==> src/rtl/vga_timing_gen.sv <==
// vga_timing_gen: 640x480@60 VGA raster timing generator.
// A free-running horizontal/vertical counter pair produces the DrawX/DrawY
// scan coordinates. Every decoded output (hs, vs, blank, frame_start,
// line_end) is derived from the *next* counter values and registered, so it
// lands on exactly the same cycle as the coordinate it describes.

module vga_timing_gen #(
    parameter int H_VISIBLE = 640,
    parameter int H_FP      = 16,
    parameter int H_SYNC    = 96,
    parameter int H_BP      = 48,
    parameter int V_VISIBLE = 480,
    parameter int V_FP      = 10,
    parameter int V_SYNC    = 2,
    parameter int V_BP      = 33
) (
    input  logic       vga_clk,
    input  logic       reset_n,
    output logic [9:0] DrawX,
    output logic [9:0] DrawY,
    output logic       hs,
    output logic       vs,
    output logic       blank,
    output logic       frame_start,
    output logic       line_end
);

    // Raster geometry.
    localparam int H_TOTAL = H_VISIBLE + H_FP + H_SYNC + H_BP;
    localparam int V_TOTAL = V_VISIBLE + V_FP + V_SYNC + V_BP;

    // The counters are fixed at 10 bits; a larger raster cannot be represented.
    generate
        if (H_TOTAL > 1024 || V_TOTAL > 1024) begin : g_size_check
            $error("vga_timing_gen: H_TOTAL and V_TOTAL must both be <= 1024");
        end
    endgenerate

    // Decode thresholds, sized to the counter width.
    localparam logic [9:0] H_LAST       = 10'(H_TOTAL - 1);
    localparam logic [9:0] V_LAST       = 10'(V_TOTAL - 1);
    localparam logic [9:0] H_VIS_END    = 10'(H_VISIBLE);
    localparam logic [9:0] V_VIS_END    = 10'(V_VISIBLE);
    localparam logic [9:0] H_SYNC_START = 10'(H_VISIBLE + H_FP);
    localparam logic [9:0] H_SYNC_END   = 10'(H_VISIBLE + H_FP + H_SYNC);
    localparam logic [9:0] V_SYNC_START = 10'(V_VISIBLE + V_FP);
    localparam logic [9:0] V_SYNC_END   = 10'(V_VISIBLE + V_FP + V_SYNC);

    logic [9:0] x_next;
    logic [9:0] y_next;
    logic       x_wrap;
    logic       hs_next;
    logic       vs_next;
    logic       blank_next;
    logic       frame_start_next;
    logic       line_end_next;

    // Next raster position plus everything decoded from it.
    always_comb begin
        x_wrap = (DrawX == H_LAST);

        if (x_wrap) begin
            x_next = 10'd0;
        end else begin
            x_next = DrawX + 10'd1;
        end

        if (x_wrap) begin
            if (DrawY == V_LAST) begin
                y_next = 10'd0;
            end else begin
                y_next = DrawY + 10'd1;
            end
        end else begin
            y_next = DrawY;
        end

        hs_next    = !((x_next >= H_SYNC_START) && (x_next < H_SYNC_END));
        vs_next    = !((y_next >= V_SYNC_START) && (y_next < V_SYNC_END));
        blank_next = (x_next < H_VIS_END) && (y_next < V_VIS_END);

        // (0,0) is only ever reached through a wrap here; the reset-initialised
        // (0,0) comes from the reset branch, so the first frame gets no pulse.
        frame_start_next = (x_next == 10'd0) && (y_next == 10'd0);
        line_end_next    = (x_next == H_LAST);
    end

    // Output registers; reset parks the raster at (0,0) with syncs idle.
    always_ff @(posedge vga_clk or negedge reset_n) begin
        if (!reset_n) begin
            DrawX       <= 10'd0;
            DrawY       <= 10'd0;
            hs          <= 1'b1;
            vs          <= 1'b1;
            blank       <= 1'b1;
            frame_start <= 1'b0;
            line_end    <= 1'b0;
        end else begin
            DrawX       <= x_next;
            DrawY       <= y_next;
            hs          <= hs_next;
            vs          <= vs_next;
            blank       <= blank_next;
            frame_start <= frame_start_next;
            line_end    <= line_end_next;
        end
    end

endmodule
==> config.mk <==
export PLATFORM = sky130hd
export DESIGN_NAME = vga_timing_gen
export DESIGN_NICKNAME = d
export VERILOG_FILES = /design/src/rtl/vga_timing_gen.sv
export SDC_FILE = /design/constraint.sdc
export NUM_CORES = 1
export LEC_CHECK = 0
export CAP_MARGIN = 20
export CORE_MARGIN = 3
export CORE_UTILIZATION = 45
export DETAILED_ROUTE_END_ITERATION = 16
export PLACE_DENSITY_LB_ADDON = 0.05
export SLEW_MARGIN = 0
export SYNTH_ARGS = -nofsm -noshare
export SYNTH_HDL_FRONTEND = slang
export SYNTH_SLANG_ARGS = --single-unit
==> constraint.sdc <==
create_clock -name vga_clk -period 5.6 [get_ports vga_clk]
set_input_delay 0.84 -clock vga_clk [delete_from_list [all_inputs] [get_ports vga_clk]]
set_output_delay 0.84 -clock vga_clk [all_outputs]
set_load 0.01 [all_outputs]
# Word-level counts from Yosys, hierarchy flattened
# Cells that the tools add are included.
# totals
ff_bits	25
inputBits	2
out_inout_bits	25
wordCells	29
# op_classes
n_addsub	2
order_cmp	6
n_eq_ne	3
n_mux	3
n_reduce_logical	8
# op_table
operator	n
$eq 10x10->1 const B	3
$mux 10	3
$add 10x1->10 const B	2
$logic_not 10->1	2
$lt 10x10->1 const B	2
$lt 10x9->1 const B	2
$ge 10x10->1 const B	1
$ge 10x9->1 const B	1
$logic_and 1x1->1	4
$logic_not 1->1	2

# Depth between registers and ports, before layout
# depth
ltp_word	6
depth_mapped	8
ltp_nobuf	7

# Least setup slack after synthesis
# No wires, ideal clock.
# synth_timing
path_type	register to register
startpoint	register DrawX[0]
endpoint	register vs
setup_ns	0.099
arrival_ns	1.904
required_ns	5.501
setup_slack_ns	3.596
stages_incl_launch_ff	9
path_buffers	1
synth_period_minus_slack_ns	2.004
cell_sequence	dfrtp_1 ha_1 nand3_1 or3_1 buf_2 nor2_4 a32oi_1 o21ai_1 nand4_1
# synth_between
elab_chain_cells	5
word_cells_on_any_way	6
cone_classes	order compare: 2; eq/ne: 1; mux: 1; reduce/logical: 2
# synth_rtl
element	line	source
from (decl)	19	output logic [9:0] DrawX,
from (signal assigned)	99	DrawX <= x_next;
$eq 10x10->1 *	60	x_wrap = (DrawX == H_LAST);
$mux 10 *	68	if (x_wrap) begin
$ge 10x9->1 / $lt 10x9->1 (equally long branches)	79	vs_next = !((y_next >= V_SYNC_START) && (y_next < V_SYNC_END));
$logic_and 1x1->1 *	79	
$logic_not 1->1 *	79	
net vs_next	53	logic vs_next;
to (signal assigned)	102	vs <= vs_next;
to (decl)	22	output logic vs,
# Mark *: on every way through the listed nets, which the timed path passes. The rest lies on a longest branch.

# Worst setup path after layout
# layout_timing
startpoint	register DrawX[5]
endpoint	register frame_start
# layout_between
elab_chain_cells	4
word_cells_on_any_way	7
cone_classes	add/sub: 1; eq/ne: 1; mux: 2; reduce/logical: 3
# layout_rtl
element	line	source
$add 10x1->10 / $eq 10x10->1 (equally long branches)	65, 60	
$mux 10 (on tied branches)	62, 68	
$logic_not 10->1	84	frame_start_next = (x_next == 10'd0) && (y_next == 10'd0);
$logic_and 1x1->1 *	84	
net frame_start_next	55	logic frame_start_next;
to (signal assigned)	104	frame_start <= frame_start_next;
to (decl)	24	output logic frame_start,
# Marks and branches as above.

==> metrics.yaml <==
status:
  outcome: "finished, final reports clean"
floorplanning:
  start_util_pct: 49.0
  fp-row-count: 20
  die-area_mm2: 0.00420
  die_y_um: 64.8
  die_x_um: 64.8
  coreArea_mm2: 0.00318
  io-pin-count: 27
power:
  p_per_area_mw_per_mm2: 144
  finalPower_mw: 0.270
  p_leak_nw: 0.730
  ir_drop_mv: 0.119
synthesis:
  seq_area_frac_synth_pct: 40.4
  syn_nets: 178
  syn_inst: 172
  muxShareOfSynthArea_pct: 1.37
  syn_avg_cell_area_um2: 9.06
  synth_compound_area_share_pct: 14.9
  ys_async_sr_fraction_pct: 100
  synth_top_family_by_area: "simple AND/OR/NAND/NOR gates"
  synthSimpleGateAreaFrac_pct: 28.0
  ys_warn_count: 0
  ys.flop_type: "dfrtp_1"
  synth_xor_area_share_pct: 7.31
  synth.distinct_cells: 48
  synth-adder-area-share_pct: 3.21
  synth_edf_count: 0
  netlist_area_mm2: 0.00156
  ys_ff_latch: 25
global_route:
  antenna_found_initial: 0
  grt_max_degree: 26
  grtUsageTotal_pct: 18.5
  grt_overflow: 0
  grt_first_pass_wirelength_um: 6230
  grt_pass1_vias: 1360
place:
  place_congestion: 0.956
  portBuffers: 26
  hpwl_um: 2660
  pre_cts_ws_ps: 3140
  placed_area_mm2: 0.00183
  dp_cells: 232
route:
  antenna_left: 0
  avgRoutedWirePerCell_um: 15.5
  drt_iter0_markers: 109
  vias: 1387
  drt_wl_total_um: 3670
  dr.pass1.iters: 5
  route.detailed.drc: 0
  via_per_inst: 5.85
critical_path:
  end_kind: "flop"
  worstSetupPathType: "reg -> reg"
  rr_worst_depth: 6
  required_ps: 5870
  worst-path-max-fanout: 12
  cp.arrival_ps: 2720
  cp-start-kind: "flop"
sta:
  post-route-worst-setup-slack_ps: 3150
  rsz0062_at_grt: "no"
  max_freq_mhz: 408
  hold_violations: 0
  setup_viol: 0
  tns_ps: 0
  relSlewSlack_pct: 55.8
  maxSlewViolCount: 0
  post-route-period-util_pct: 43.8
  finalCriticalPeriod_ps: 2450
  max_slew.worst_pin.slew_ps: 661
  skew_ps: 12.6
  hold_slack_ps: 520
clock_network:
  cts_buffers: 3
  postCtsResizedCells: 0
  htreeDepth: 1
  cts_setup_buffers: 0
  clk_pin_slew_worst_paths_ps: 140
  max-clock-path-buffers: 2
  cts_tree: "built"
  cts_sinks: 25
  clock_latency_ps: 330
  cts_root_buf: "clkbuf_4"
  holdBufCountCts: 0
min_path:
  hold_path.class: "reg -> reg"
  whs_path_depth: 1
final_layout:
  antenna_cells: 0
  nets: 200
  postLayoutCoreUtil_pct: 58.8
  fillers: 299
  layout_commonest_cell: "clkdlybuf4s50_1"
  design_area_mm2: 0.00187
  final_cell_mix: "clkdlybuf4s50_1 (26), dfrtp_1 (22), nand2_1 (18)"
  synthToLayoutAreaGrowth_pct: 20.0
  drive_gt1_share_pct: 7.77
  instances_no_fill: 237
job:
  maxCapViolCount: 0
==> power breakdown <==
part	total [mW]	switching [mW]	leakage (nW)	internal (mW)
registers	0.181	0	0.325	0.181
clock network	0.0838	0.0558	0.0150	0.0279
logic	0.00520	0.00364	0.390	0.00157
total	0.270	0.0595	0.730	0.210
==> registers in the layout, indices dropped and copies added, names as in the netlist <==
name	cells
blank	1
line_end	1
frame_start	1
DrawY	10
vs	1
DrawX	10
hs	1
==> Yosys cell counts, types with 2 or more instances <==
cell	number	area share [%]
dfrtp_1	22	35
nand2_1	18	4.3
nor2_1	13	3.1
nand3_1	11	3.5
xnor2_1	11	6.2
o21ai_0	9	2.9
inv_1	8	1.9
buf_2	6	1.9
nor3_1	6	1.9
a21oi_1	5	1.6
nand4_1	5	2.0
and4_1	4	2.2
ha_1	4	3.2
clkbuf_1	3	0.72
dfstp_2	3	5.1
o31ai_1	3	1.4
or3_1	3	1.2
a211oi_1	2	0.96
a32o_1	2	1.3
and3_1	2	0.80
and3b_1	2	1.1
nand4b_1	2	1.1
nor2b_1	2	0.80
xor2_1	2	1.1
==> routing by layer <==
metal / track usage (%) / share of wire, %
met1: 26.7 / 48
met2: 28.2 / 45
met3: 2.77 / 5.4
met4: 6.07 / 0.98
met5: 0 / 0
==> area by class of cell <==
type / count / area [µm²] / share of cell area, %
Tap cell: 44 / 55.1 / 2.95
Clock buffer: 4 / 26.3 / 1.41
Sequential cell: 25 / 629 / 33.7
Timing Repair Buffer: 27 / 275 / 14.7
Inverter: 8 / 30.0 / 1.61
Multi-Input combinational cell: 129 / 853 / 45.6
==> worst max-delay path, stage by stage, from the launching register on <==
cell and delay [ps]:
dfrtp_1 540, or3_1 540, nor3_4 390, o21ai_2 120, a222oi_1 460, nand4_1 220
nor3_2 130
==> path summary, 6_finish.rpt <==
path	startpoint	endpoint	slack, ps
max	DrawX[5]	frame_start	3150
min	DrawX[0]	DrawX[0]	520
max reg2reg	DrawX[5]	frame_start	3150
min reg2reg	DrawX[0]	DrawX[0]	520
max in group asynchronous	reset_n	hs	4160
min in group asynchronous	reset_n	frame_start	850
==> logic make-up after synthesis <==
group | count (synthesis)
muxes | 2
AOI/OAI and AO/OA | 33
adders and majority gates | 4
buffers and inverters | 18
and+or+nand+nor | 77
DFF | 25
xor gates and xnor gates | 13
(Power assumes the default switching activity.)
